$ cat config.mk
export PLATFORM = sky130hd
export DESIGN_NAME = imem_loader
export DESIGN_NICKNAME = d
export VERILOG_FILES = /design/src/rtl/imem_loader_pkg.sv /design/src/rtl/imem_loader_word_pack.sv /design/src/rtl/imem_loader.sv
export SDC_FILE = /design/constraint.sdc
export NUM_CORES = 1
export LEC_CHECK = 0
export CAP_MARGIN = 20
export CORE_MARGIN = 3
export CORE_UTILIZATION = 34
export DETAILED_ROUTE_END_ITERATION = 10
export PLACE_DENSITY_LB_ADDON = 0.12
export SYNTH_ARGS = -nofsm -noshare
export SYNTH_HDL_FRONTEND = slang
export SYNTH_SLANG_ARGS = --single-unit
$ cat constraint.sdc
create_clock -name clk -period 2.3 [get_ports clk]
set_input_delay 0.23 -clock clk [delete_from_list [all_inputs] [get_ports clk]]
set_output_delay 0.23 -clock clk [all_outputs]
set_load 0.01 [all_outputs]
$ cat src/rtl/imem_loader_pkg.sv
// Purpose: shared state encodings and constants for the instruction-memory boot loader.
// Latency: n/a (declarations only).
// Backpressure: n/a.
package imem_loader_pkg;

  typedef enum logic [2:0] {
    LDR_IDLE   = 3'd0,
    LDR_LEN_HI = 3'd1,
    LDR_LEN_LO = 3'd2,
    LDR_DATA   = 3'd3,
    LDR_CSUM   = 3'd4,
    LDR_DONE   = 3'd5,
    LDR_ERROR  = 3'd6
  } ldr_state_t;

  localparam int          LDR_DEPTH_DEFAULT = 1024;
  // PC that word index 0 of the instruction memory corresponds to.
  localparam logic [31:0] IM_BASE_PC        = 32'h0000_3000;

  // True in the states where a frame is in progress and bytes are taken.
  function automatic logic ldr_accepting(input ldr_state_t s);
    return (s == LDR_LEN_HI) || (s == LDR_LEN_LO) ||
           (s == LDR_DATA)   || (s == LDR_CSUM);
  endfunction

endpackage

$ cat src/rtl/imem_loader_word_pack.sv
// Purpose: packs accepted bytes big-endian into 32-bit words (first byte -> bits 31:24).
// Latency: word/word_valid are combinational with the 4th byte; state updates on clk.
// Backpressure: none; only advances on in_fire.
//
// Ports:
//   clk, reset   clock, synchronous active-high reset
//   clear        restart byte grouping at a frame boundary
//   in_fire      in_byte is being accepted this cycle
//   in_byte      accepted byte
//   word         assembled word (valid when word_valid is high)
//   word_valid   this cycle's byte completes a word
module ldr_word_pack (
  input  logic        clk,
  input  logic        reset,
  input  logic        clear,
  input  logic        in_fire,
  input  logic [7:0]  in_byte,
  output logic [31:0] word,
  output logic        word_valid
);

  // Only the three earlier bytes of a group need storing; the fourth is
  // taken straight from the input on the completing cycle.
  logic [23:0] sr;
  logic [1:0]  cnt;

  always_ff @(posedge clk) begin
    if (reset || clear) begin
      sr  <= 24'd0;
      cnt <= 2'd0;
    end else if (in_fire) begin
      sr  <= {sr[15:0], in_byte};
      cnt <= cnt + 2'd1;
    end
  end

  assign word       = {sr, in_byte};
  assign word_valid = in_fire && (cnt == 2'd3);

endmodule

$ cat src/rtl/imem_loader.sv
// Purpose: boot-time loader: framed byte stream -> sequential IM word writes, checksum check, CPU reset release.
// Latency: IM write registered on the edge accepting a word's 4th byte; done/error on the CSUM-accepting edge.
// Backpressure: in_ready only while a frame is in progress; bytes offered otherwise are simply not consumed.
//
// Ports:
//   clk, reset     clock, synchronous active-high reset
//   start          one-cycle request to begin a frame (ignored while busy)
//   in_valid/in_ready/in_data   byte stream, accepted when valid & ready
//   im_we/im_addr/im_wdata      IM write port, one strobe per word
//   words_loaded   words written in the current frame
//   busy/done/error  frame in progress / last frame good / last frame rejected
//   cpu_reset      holds the CPU in reset until a frame loads cleanly
module imem_loader
  import imem_loader_pkg::*;
#(
  parameter int DEPTH  = LDR_DEPTH_DEFAULT,
  parameter int ADDR_W = 10
) (
  input  logic              clk,
  input  logic              reset,
  input  logic              start,
  input  logic              in_valid,
  input  logic [7:0]        in_data,
  output logic              in_ready,
  output logic              im_we,
  output logic [ADDR_W-1:0] im_addr,
  output logic [31:0]       im_wdata,
  output logic [ADDR_W:0]   words_loaded,
  output logic              busy,
  output logic              done,
  output logic              error,
  output logic              cpu_reset
);

  localparam logic [15:0] DEPTH16 = 16'(DEPTH);

  ldr_state_t        state, state_nxt;
  logic              in_ready_nxt, busy_nxt, done_nxt, error_nxt, cpu_reset_nxt;
  logic              im_we_nxt;
  logic [ADDR_W-1:0] im_addr_nxt;
  logic [31:0]       im_wdata_nxt;
  logic [ADDR_W:0]   words_nxt;
  logic [ADDR_W-1:0] word_idx, word_idx_nxt;
  logic [7:0]        len_hi, len_hi_nxt;
  logic [15:0]       len_q, len_nxt;
  logic [7:0]        xsum, xsum_nxt;
  logic [15:0]       len_rx;

  logic              fire;
  logic              pack_fire, pack_clear;
  logic [31:0]       pack_word;
  logic              pack_word_valid;

  // in_ready is a register, so fire cannot depend on anything combinational.
  assign fire       = in_valid && in_ready;
  assign pack_fire  = fire && (state == LDR_DATA);
  assign pack_clear = start && !ldr_accepting(state);
  assign len_rx     = {len_hi, in_data};

  ldr_word_pack u_pack (
    .clk        (clk),
    .reset      (reset),
    .clear      (pack_clear),
    .in_fire    (pack_fire),
    .in_byte    (in_data),
    .word       (pack_word),
    .word_valid (pack_word_valid)
  );

  always_comb begin
    state_nxt     = state;
    im_we_nxt     = 1'b0;
    im_addr_nxt   = im_addr;
    im_wdata_nxt  = im_wdata;
    words_nxt     = words_loaded;
    done_nxt      = done;
    error_nxt     = error;
    cpu_reset_nxt = cpu_reset;
    word_idx_nxt  = word_idx;
    len_hi_nxt    = len_hi;
    len_nxt       = len_q;
    xsum_nxt      = xsum;

    case (state)
      LDR_IDLE, LDR_DONE, LDR_ERROR: begin
        if (start) begin
          state_nxt     = LDR_LEN_HI;
          word_idx_nxt  = '0;
          words_nxt     = '0;
          xsum_nxt      = 8'd0;
          done_nxt      = 1'b0;
          error_nxt     = 1'b0;
          cpu_reset_nxt = 1'b1;
        end
      end

      LDR_LEN_HI: begin
        if (fire) begin
          len_hi_nxt = in_data;
          xsum_nxt   = xsum ^ in_data;
          state_nxt  = LDR_LEN_LO;
        end
      end

      LDR_LEN_LO: begin
        if (fire) begin
          len_nxt  = len_rx;
          xsum_nxt = xsum ^ in_data;
          // Oversize frames are rejected before any write reaches the IM.
          if (len_rx > DEPTH16) begin
            state_nxt = LDR_ERROR;
            error_nxt = 1'b1;
          end else if (len_rx == 16'd0) begin
            state_nxt = LDR_CSUM;
          end else begin
            state_nxt = LDR_DATA;
          end
        end
      end

      LDR_DATA: begin
        if (fire) begin
          xsum_nxt = xsum ^ in_data;
          if (pack_word_valid) begin
            im_we_nxt    = 1'b1;
            im_addr_nxt  = word_idx;
            im_wdata_nxt = pack_word;
            word_idx_nxt = word_idx + 1'b1;
            words_nxt    = words_loaded + 1'b1;
            if ((16'(words_loaded) + 16'd1) == len_q) begin
              state_nxt = LDR_CSUM;
            end
          end
        end
      end

      LDR_CSUM: begin
        if (fire) begin
          if (in_data == xsum) begin
            state_nxt     = LDR_DONE;
            done_nxt      = 1'b1;
            cpu_reset_nxt = 1'b0;
          end else begin
            state_nxt     = LDR_ERROR;
            error_nxt     = 1'b1;
            cpu_reset_nxt = 1'b1;
          end
        end
      end

      default: state_nxt = LDR_IDLE;
    endcase

    // Registered from the next state so they track the state exactly.
    in_ready_nxt = ldr_accepting(state_nxt);
    busy_nxt     = ldr_accepting(state_nxt);
  end

  always_ff @(posedge clk) begin
    if (reset) begin
      state        <= LDR_IDLE;
      in_ready     <= 1'b0;
      im_we        <= 1'b0;
      im_addr      <= '0;
      im_wdata     <= 32'd0;
      words_loaded <= '0;
      busy         <= 1'b0;
      done         <= 1'b0;
      error        <= 1'b0;
      cpu_reset    <= 1'b1;
      word_idx     <= '0;
      len_hi       <= 8'd0;
      len_q        <= 16'd0;
      xsum         <= 8'd0;
    end else begin
      state        <= state_nxt;
      in_ready     <= in_ready_nxt;
      im_we        <= im_we_nxt;
      im_addr      <= im_addr_nxt;
      im_wdata     <= im_wdata_nxt;
      words_loaded <= words_nxt;
      busy         <= busy_nxt;
      done         <= done_nxt;
      error        <= error_nxt;
      cpu_reset    <= cpu_reset_nxt;
      word_idx     <= word_idx_nxt;
      len_hi       <= len_hi_nxt;
      len_q        <= len_nxt;
      xsum         <= xsum_nxt;
    end
  end

endmodule
# Word-level counts from Yosys, hierarchy flattened
# Cells that the tools add are included.
[totals]
ff_bits = 129
latch_bits = 0
mem_bits_rw = 0
romBits = 0
word_cells = 110
memories = 0
[classes]
add_sub_neg = 4
multipliers = 0
div_mod_pow = 0
magnitude_cmp = 1
eq_ne = 22
shifts = 0
mux = 36
bitwise = 3
reduce_logical = 29
[op_table]
columns = ["op", "count"]
rows = [
  ["$mux 11", 3],
  ["$mux 10", 3],
  ["$mux 3", 9],
  ["$pmux 11 s2", 1],
  ["$pmux 10 s2", 1],
  ["$eq 12x16->1", 1],
  ["$gt 16x11->1 const B", 1],
  ["$logic_not 16->1", 1],
  ["$mux 8", 2],
  ["$pmux 8 s2", 1],
  ["$pmux 3 s5", 1],
  ["$add 11x1->12 const B", 1],
  ["$eq 3x2->1 const B", 4],
  ["$eq 3x3->1 const B", 4],
  ["$ne 2x2->1 const B", 6],
  ["$add 11x1->11 const B", 1],
  ["$mux 1", 11],
  ["$add 10x1->10 const B", 1],
  ["$reduce_and 3->1", 3],
  ["$reduce_or 3->1", 3],
  ["$eq 8x8->1", 1],
  ["$reduce_and 4->1", 2],
  ["$xor 8x8->8", 1],
  ["$logic_or 1x1->1", 7],
  ["15 further kinds", 26],
]

# Depth between registers and ports, before layout
[depth]
word_depth = 10
ltp_mapped = 10

# Cells and area by module
# Synthesis repeated with hierarchy kept, for this count alone.
[hier_totals]
hier_cells = 692
area_unflattened_um2 = 5736.8
[by_module_without_submodules]
columns = ["mod", "n_inst", "cells_each", "area_each_um2", "seq_area_each_um2"]
rows = [
  ["imem_loader", 1, 597, 4697.0, 2062.0],
  ["ldr_word_pack", 1, 95, 1039.7, 520.5],
]

# Worst setup path before layout
# OpenSTA, ideal clock, no wires.
[synth_path]
path_type = "register -> register"
from = "reg words_loaded[0]"
to = "reg busy"
t_arrival_ps = 2149
t_required_ps = 2179
path_slack_ps = 30
stages_incl_launch_ff = 9
n_path_buf = 0
period_less_slack_ps = 2270
cell_sequence = "dfxtp_1 > ha_1 > and3_4 > nand3_4 > mux2_4 > a311oi_2 > nand4bb_1 > nand2_2 > mux2_4"
[synth_between]
elab_chain_cells = 10
[synth_rtl]
columns = ["element", "line", "rtl"]
rows = [
  ["from (decl)", "imem_loader.sv:28", "output logic [ADDR_W:0] words_loaded,"],
  ["from (signal assigned)", "imem_loader.sv:181", "words_loaded <= words_nxt;"],
  ["$add 11x1->12 *", "imem_loader.sv:130", "if ((16'(words_loaded) + 16'd1) == len_q) begin"],
  ["$eq 12x16->1 *", "imem_loader.sv:130", ""],
  ["$mux 3 *", "imem_loader.sv:130", ""],
  ["$mux 3 *", "imem_loader.sv:124", "if (pack_word_valid) begin"],
  ["$mux 3 *", "imem_loader.sv:122", "if (fire) begin"],
  ["$pmux 3 s5 *", "imem_loader.sv:84", "case (state)"],
  ["$eq 3x1->1 or $eq 3x2->1 (tied branches)", "imem_loader_pkg.sv:22", "return (s == LDR_LEN_HI) || (s == LDR_LEN_LO) ||"],
  ["$logic_or 1x1->1 (2 in series)", "imem_loader_pkg.sv:22", ""],
  ["$logic_or 1x1->1 *", "imem_loader_pkg.sv:23", "(s == LDR_DATA) || (s == LDR_CSUM);"],
  ["to (signal assigned)", "imem_loader.sv:182", "busy <= busy_nxt;"],
  ["to (decl)", "imem_loader.sv:29", "output logic busy,"],
]
# Every way passes the cells marked *; elsewhere a longest branch is shown, timed or not.
# A chain may end at the register's enable or synchronous reset.

# Worst setup path in the final report
# Same ends and word-level chain as after synthesis.

==> metrics.csv <==
metric;value;unit
RSZ-0062 raised after global routing;false;
vias per std cell;5.02;
Fillers;1652;
initial DRC count;319;
all-layer global routing usage;0.174;
hold path cells;2;
final net count;811;
Hold EP;im_wdata[0]$_SDFFE_PP0P_;
relative slew slack;0.670;
vias in the first global route;4796;
port buffer count;70;
Period Utilization, post-route;0.951;
routability cong.;0.863;
Mapped Avg Cell Area;7.86;µm²
cell with the most instances after synthesis;nand2_1;
Setup violations, final;0;
HP Class;primary input to flip-flop;
Initial Utilization;0.349;
Setup Buffers After CTS;0;
First-pass DRT Iterations;5;
DIE AREA;18000;µm²
Synth area leader;dfxtp_1;
Sink Count;129;
share of layout cells above drive strength 1;0.127;
total global routing overflow;0;
Mapped Nets;725;
Synth top area share;0.462;
die extent in x;134;µm
reg2reg start;words_loaded[0]$_SDFFE_PP0P_;
Routed WL;15.5;mm
Ys Warns;0;
Worst EP required;2600;ps
routed len/inst;15.1;µm
hold slack;111;ps
Fin Clk Skew;8.82;ps
Fin. Hold Viols;0;
Synth-to-Final Area Change;31.3;%
Routed Antenna Nets;0;
critical path endpoint category;flip-flop;
clk_lat worst skew;420;ps
clk buf depth;2;
# IOs;71;
dominant cells by area after synthesis;dfxtp_1 (46%), nand2_1 (13%), a21oi_1 (9.6%);
Max Cap Violations;0;
Cell Area, Placed;6710;µm²
final worst path period need;2190;ps
Core ar.;16000;µm²
Die Y;134;µm
Synth top cells by count;nand2_1 (188), dfxtp_1 (129), a21oi_1 (107), nor2_1 (53), clkbuf_1 (38);
HPWL after DPL;11.0;mm
sequential area share after synthesis;0.462;
Worst-Margin Slew;495;ps
largest net degree at the start of global routing;45;
Setup TNS;0;ps
synthesized cell area;5580;µm²
Setup crit start kind;flip-flop;
power per cell area;736;nW/µm²
cts bufs inserted;17;
Post-route DRC;0;
CTS clk-pin slew, worst paths;60;ps
Ant. Diodes;0;
Via Count;5145;
Synth cell types;58;
final instance area;7330;µm²
maximum vdd ir drop;0.483;mV
Post-Synthesis Cells;710;
fin. max-slew vios;0;
cells on worst reg2reg path;8;
CP max FO;6;
CTS H-tree lvls;4;
antenna violations before repair;0;
Setup Crit Path Kind;flip-flop to flip-flop;
Post-synth EDFFs;0;
root buffer cell;clkbuf_16;
Max Fclk;457;MHz
CTS tree;yes;
RR Endpoint;busy$_SDFF_PP0_;
HP Start;reset;
number of synthesized register bits;129;
outcome;complete, no violations;
R2R setup slack;110;ps
# rows;46;
dominant synthesized flop cell;dfxtp_1;
first-pass GRT wire length;25.0;mm
Data arrival, critical path;2490;ps
async set-reset flop share out of synthesis;0;
Leak;0.00256;µW
per-stage QoR:
step / setup WS [ps] / util / instances / power (µW)
floorplan: 30.0 / - / 710 / 2500
global placement: -71.0 / 0.419 / 993 / 2640
detailed placement: -59.0 / 0.419 / 993 / 2640
CTS: 87.8 / 0.458 / 1025 / 5450
global route: 4.69 / 0.458 / 1025 / 5590
finish: 112 / 0.458 / 1025 / 5400
flip-flops by register name, indices dropped and copies added, names as in the netlist, 2 cells and up:
name	cells
im_addr	10
len_q	16
state	3
u_pack.sr	24
xsum	8
u_pack.cnt	2
word_idx	10
words_loaded	11
im_wdata	32
len_hi	8
layer usage:
metal,up-vias,global-route usage,part of all wire
met3,10,0.0443,0.046
met4,0,0.0515,0.0095
met5,-,0,0
li1,2577,-,-
met1,2445,0.247,0.51
met2,113,0.261,0.44
cells by family after synthesis:
family / Yosys count / synth area share
AOI/OAI and AO/OA: 164 / 0.164
xor gates and xnor gates: 29 / 0.0455
adders and majority gates: 3 / 0.00672
buffers and inverters: 59 / 0.0453
DFF: 129 / 0.462
muxes: 12 / 0.0233
and+or+nand+nor: 314 / 0.253
worst max-delay path: stages, from the launching register on:
cell and delay [ps]:
dfxtp_1 340, ha_1 210, and3_4 220, nand3_4 110
mux2_4 330, a311oi_2 270, nand4bb_1 220, nand2_2 70
mux2_4 290
area by class of cell:
class | instances | area, µm² | area share
timing repair buffer | 122 | 1090 | 0.148
clock inverter | 14 | 176 | 0.0241
inverter | 4 | 15.0 | 0.00205
multi-input combinational | 522 | 2760 | 0.377
sequential | 129 | 2580 | 0.352
tap | 216 | 270 | 0.0369
clock buffer | 18 | 439 | 0.0599
report_power, final:
group	leakage, µW	switching [µW]	internal, µW
clock	0.000303	1060	1750
sequential	0.00104	19.9	2250
combinational	0.00121	187	132
total	0.00256	1270	4130
worst max path at each step:
stage,start,cells past startpoint,slack (ps),to
final,words_loaded[0]$_SDFFE_PP0P_,8,110,busy$_SDFF_PP0_
after global routing,words_loaded[2]$_SDFFE_PP0P_,9,5,state[0]$_SDFF_PP0_
after detailed placement,in_data[6],8,-60,busy$_SDFF_PP0_
after CTS,words_loaded[0]$_SDFFE_PP0P_,8,90,busy$_SDFF_PP0_
after floorplan,words_loaded[0]$_SDFFE_PP0P_,8,30,busy$_SDFF_PP0_
after global placement,in_data[6],8,-70,busy$_SDFF_PP0_
cell usage in the layout (no fill, tap or decap), drive strengths merged, types with 3 or more instances in the layout:
cell	count
nand2	189
dfxtp	129
a21oi	108
clkdlybuf4s50	69
nor2	53
buf	53
o21ai	26
xor2	21
clkbuf	18
nor3b	12
nand3	11
mux2i	10
nor3	9
inv	9
xnor2	8
nor4	8
nand4	6
and3	6
nor2b	5
a31oi	5
a22oi	5
clkinv	5
a311oi	4
nand2b	3
ha	3
bufinv	3
repair_timing:
item | 4_1_cts | 5_1_grt
hold buffers | 0 | 0
gates resized for setup | 0 | 2
setup endpoints to repair | 0 | 3
Note: power is estimated with default switching activity, not from simulation.
==> patch (same settings) <==
`im_wdata` no longer has a reset.
--- a/src/rtl/imem_loader.sv
+++ b/src/rtl/imem_loader.sv
@@ -162,7 +162,6 @@
       in_ready     <= 1'b0;
       im_we        <= 1'b0;
       im_addr      <= '0;
-      im_wdata     <= 32'd0;
       words_loaded <= '0;
       busy         <= 1'b0;
       done         <= 1'b0;
@@ -177,7 +176,6 @@
       in_ready     <= in_ready_nxt;
       im_we        <= im_we_nxt;
       im_addr      <= im_addr_nxt;
-      im_wdata     <= im_wdata_nxt;
       words_loaded <= words_nxt;
       busy         <= busy_nxt;
       done         <= done_nxt;
@@ -190,4 +188,8 @@
     end
   end
 
+  always_ff @(posedge clk) begin
+    im_wdata <= im_wdata_nxt;
+  end
+
 endmodule
Behaviour: not the same (a bounded check fails within 10 cycles, from zero or initial values and one cycle with reset high; the reset may be asserted at any time).
==> patch against the unedited design <==
Setup slack gained 0.068 ns; power grew 2.7%; worst hold slack gained 0.11 ns; synthesized area grew 0.13%; sequential share of layout area grew 4.6 points; routed wire length shrank 8.2%; sequential cell count is the same; design area shrank 0.61%; critical path type unchanged.
==> patch: results (changes against the unedited design) <==
Post-Synth XOR/XNOR Area: 4.86% (was 4.55%)
Met3 usage: 4.05% (was 4.43%)
Worst skew pair latency: 0.42 ns (about the same)
Worst reg-to-reg path cell count: 7 (was 8)
Vias in the first global route: 4459 (was 4796)
Area after DPL: 0.00668 mm^2 (was 0.00671 mm^2)
Mean Syn Cell Area: 9.06 um^2 (was 7.86 um^2)
DP Cell Count: 901 (was 993)
FILL cells: 1562 (was 1652)
Final Skew: 0.00845 ns (was 0.00882 ns)
Crit path capture: state[1] (was busy)
Switching share of power: 23.0% (was 23.4%)
Final Instance Area: 0.00729 mm^2 (was 0.00733 mm^2)
Post-layout net count: 719 (was 811)
Compound-gate portion of the synthesized area: 13.3% (was 16.4%)
Clock power share: 50.3% (was 52.0%)
Final weighted congestion in routability-driven placement: 0.876 (was 0.863)
Outcome: finished, final reports clean (unchanged)
Synth cell types: 61 (was 58)
Met3 routed WL: 632 um (was 706 um)
Post-Synth Adder-Cell Area: 0.671% (was 0.672%)
Normalized max-slew margin: 66.8% (was 67.0%)
First-pass GRT wire length: 22.9 mm (was 25.0 mm)
Iter 0 DRT Violations: 300 (was 319)
Proportion of layout cells with a drive suffix above 1: 13.1% (was 12.7%)
Worst Path Max Fanout: 4 (was 6)
Worst vdd ir: 0.486 mV (was 0.483 mV)
Met2 wire len: 6.96 mm (was 6.75 mm)
Average wire per standard cell: 15.2 um (was 15.1 um)
Max Buffers Root-to-Sink: 2 (unchanged)
Minimum clock period after layout: 2.12 ns (was 2.19 ns)
Met1 usage in global routing: 20.1% (was 24.7%)
Sequential power: 2360 uW (was 2270 uW)
Synthesized Nets: 632 (was 725)
Power share of the sequential group: 42.6% (was 42.1%)
Largest cells by area after synthesis: dfxtp_1, edfxtp_1, nand2_1 (was dfxtp_1, nand2_1, a21oi_1)
Top cells by count, synth: nand2_1, dfxtp_1, a21oi_1 (unchanged)
Crit-path slowest cell: a2111o_1 (was dfxtp_1)
First-pass iteration count of the detailed router: 5 (unchanged)
Vias per cell: 5.00 (was 5.02)
Tot GR Track Use: 16.1% (was 17.4%)
Sequential fraction of the synthesis area: 51.9% (was 46.2%)
Total number of vias: 4668 (was 5145)
EDFF count, synth: 32 (was 0)
Mux share of post-synthesis cell area: 1.79% (was 2.33%)
Largest net degree at the start of global routing: 43 (was 45)
Setup repair bufs after CTS: 0 (unchanged)
Dpl ws: 0.0736 ns (was -0.0590 ns)
CP top delay family: compound AO/OA/AOI/OAI gates (was simple AND/OR/NAND/NOR gates)
Routed length on met1: 6.35 mm (was 7.85 mm)
Detail Placement HPWL: 10.1 mm (was 11.0 mm)
Critical Path Max Stage Delay: 0.41 ns (was 0.34 ns)
Met2 usage: 27.1% (was 26.1%)
Leak pwr: 0.00245 uW (was 0.00256 uW)
==> patch: area by class of cell <==
cell class / instances / share of cell area, %
clock buffers: 21 / 6.34
clock inverters: 11 / 2.04
inverters: 10 / 0.515
multi-input cells: 435 / 33.8
flip-flops and latches: 129 / 39.8
well taps: 216 / 3.71
repair buffers: 111 / 13.8
==> patch: how the worst min path moves through the flow <==
| stage | slack [ns] | from | cells past startpoint | endpoint |
|---|---|---|---|---|
| 3_5_place_dp | 0.42 | u_pack.sr[20] | 0 | im_wdata[28] |
| 6_report | 0.23 | reset | 2 | words_loaded[7] |
| 5_1_grt | 0.23 | reset | 2 | words_loaded[3] |
| 2_1_floorplan | 0.33 | in_data[0] | 0 | im_wdata[0] |
| 4_1_cts | 0.21 | reset | 2 | words_loaded[7] |
| 3_3_place_gp | 0.41 | u_pack.sr[22] | 0 | im_wdata[30] |
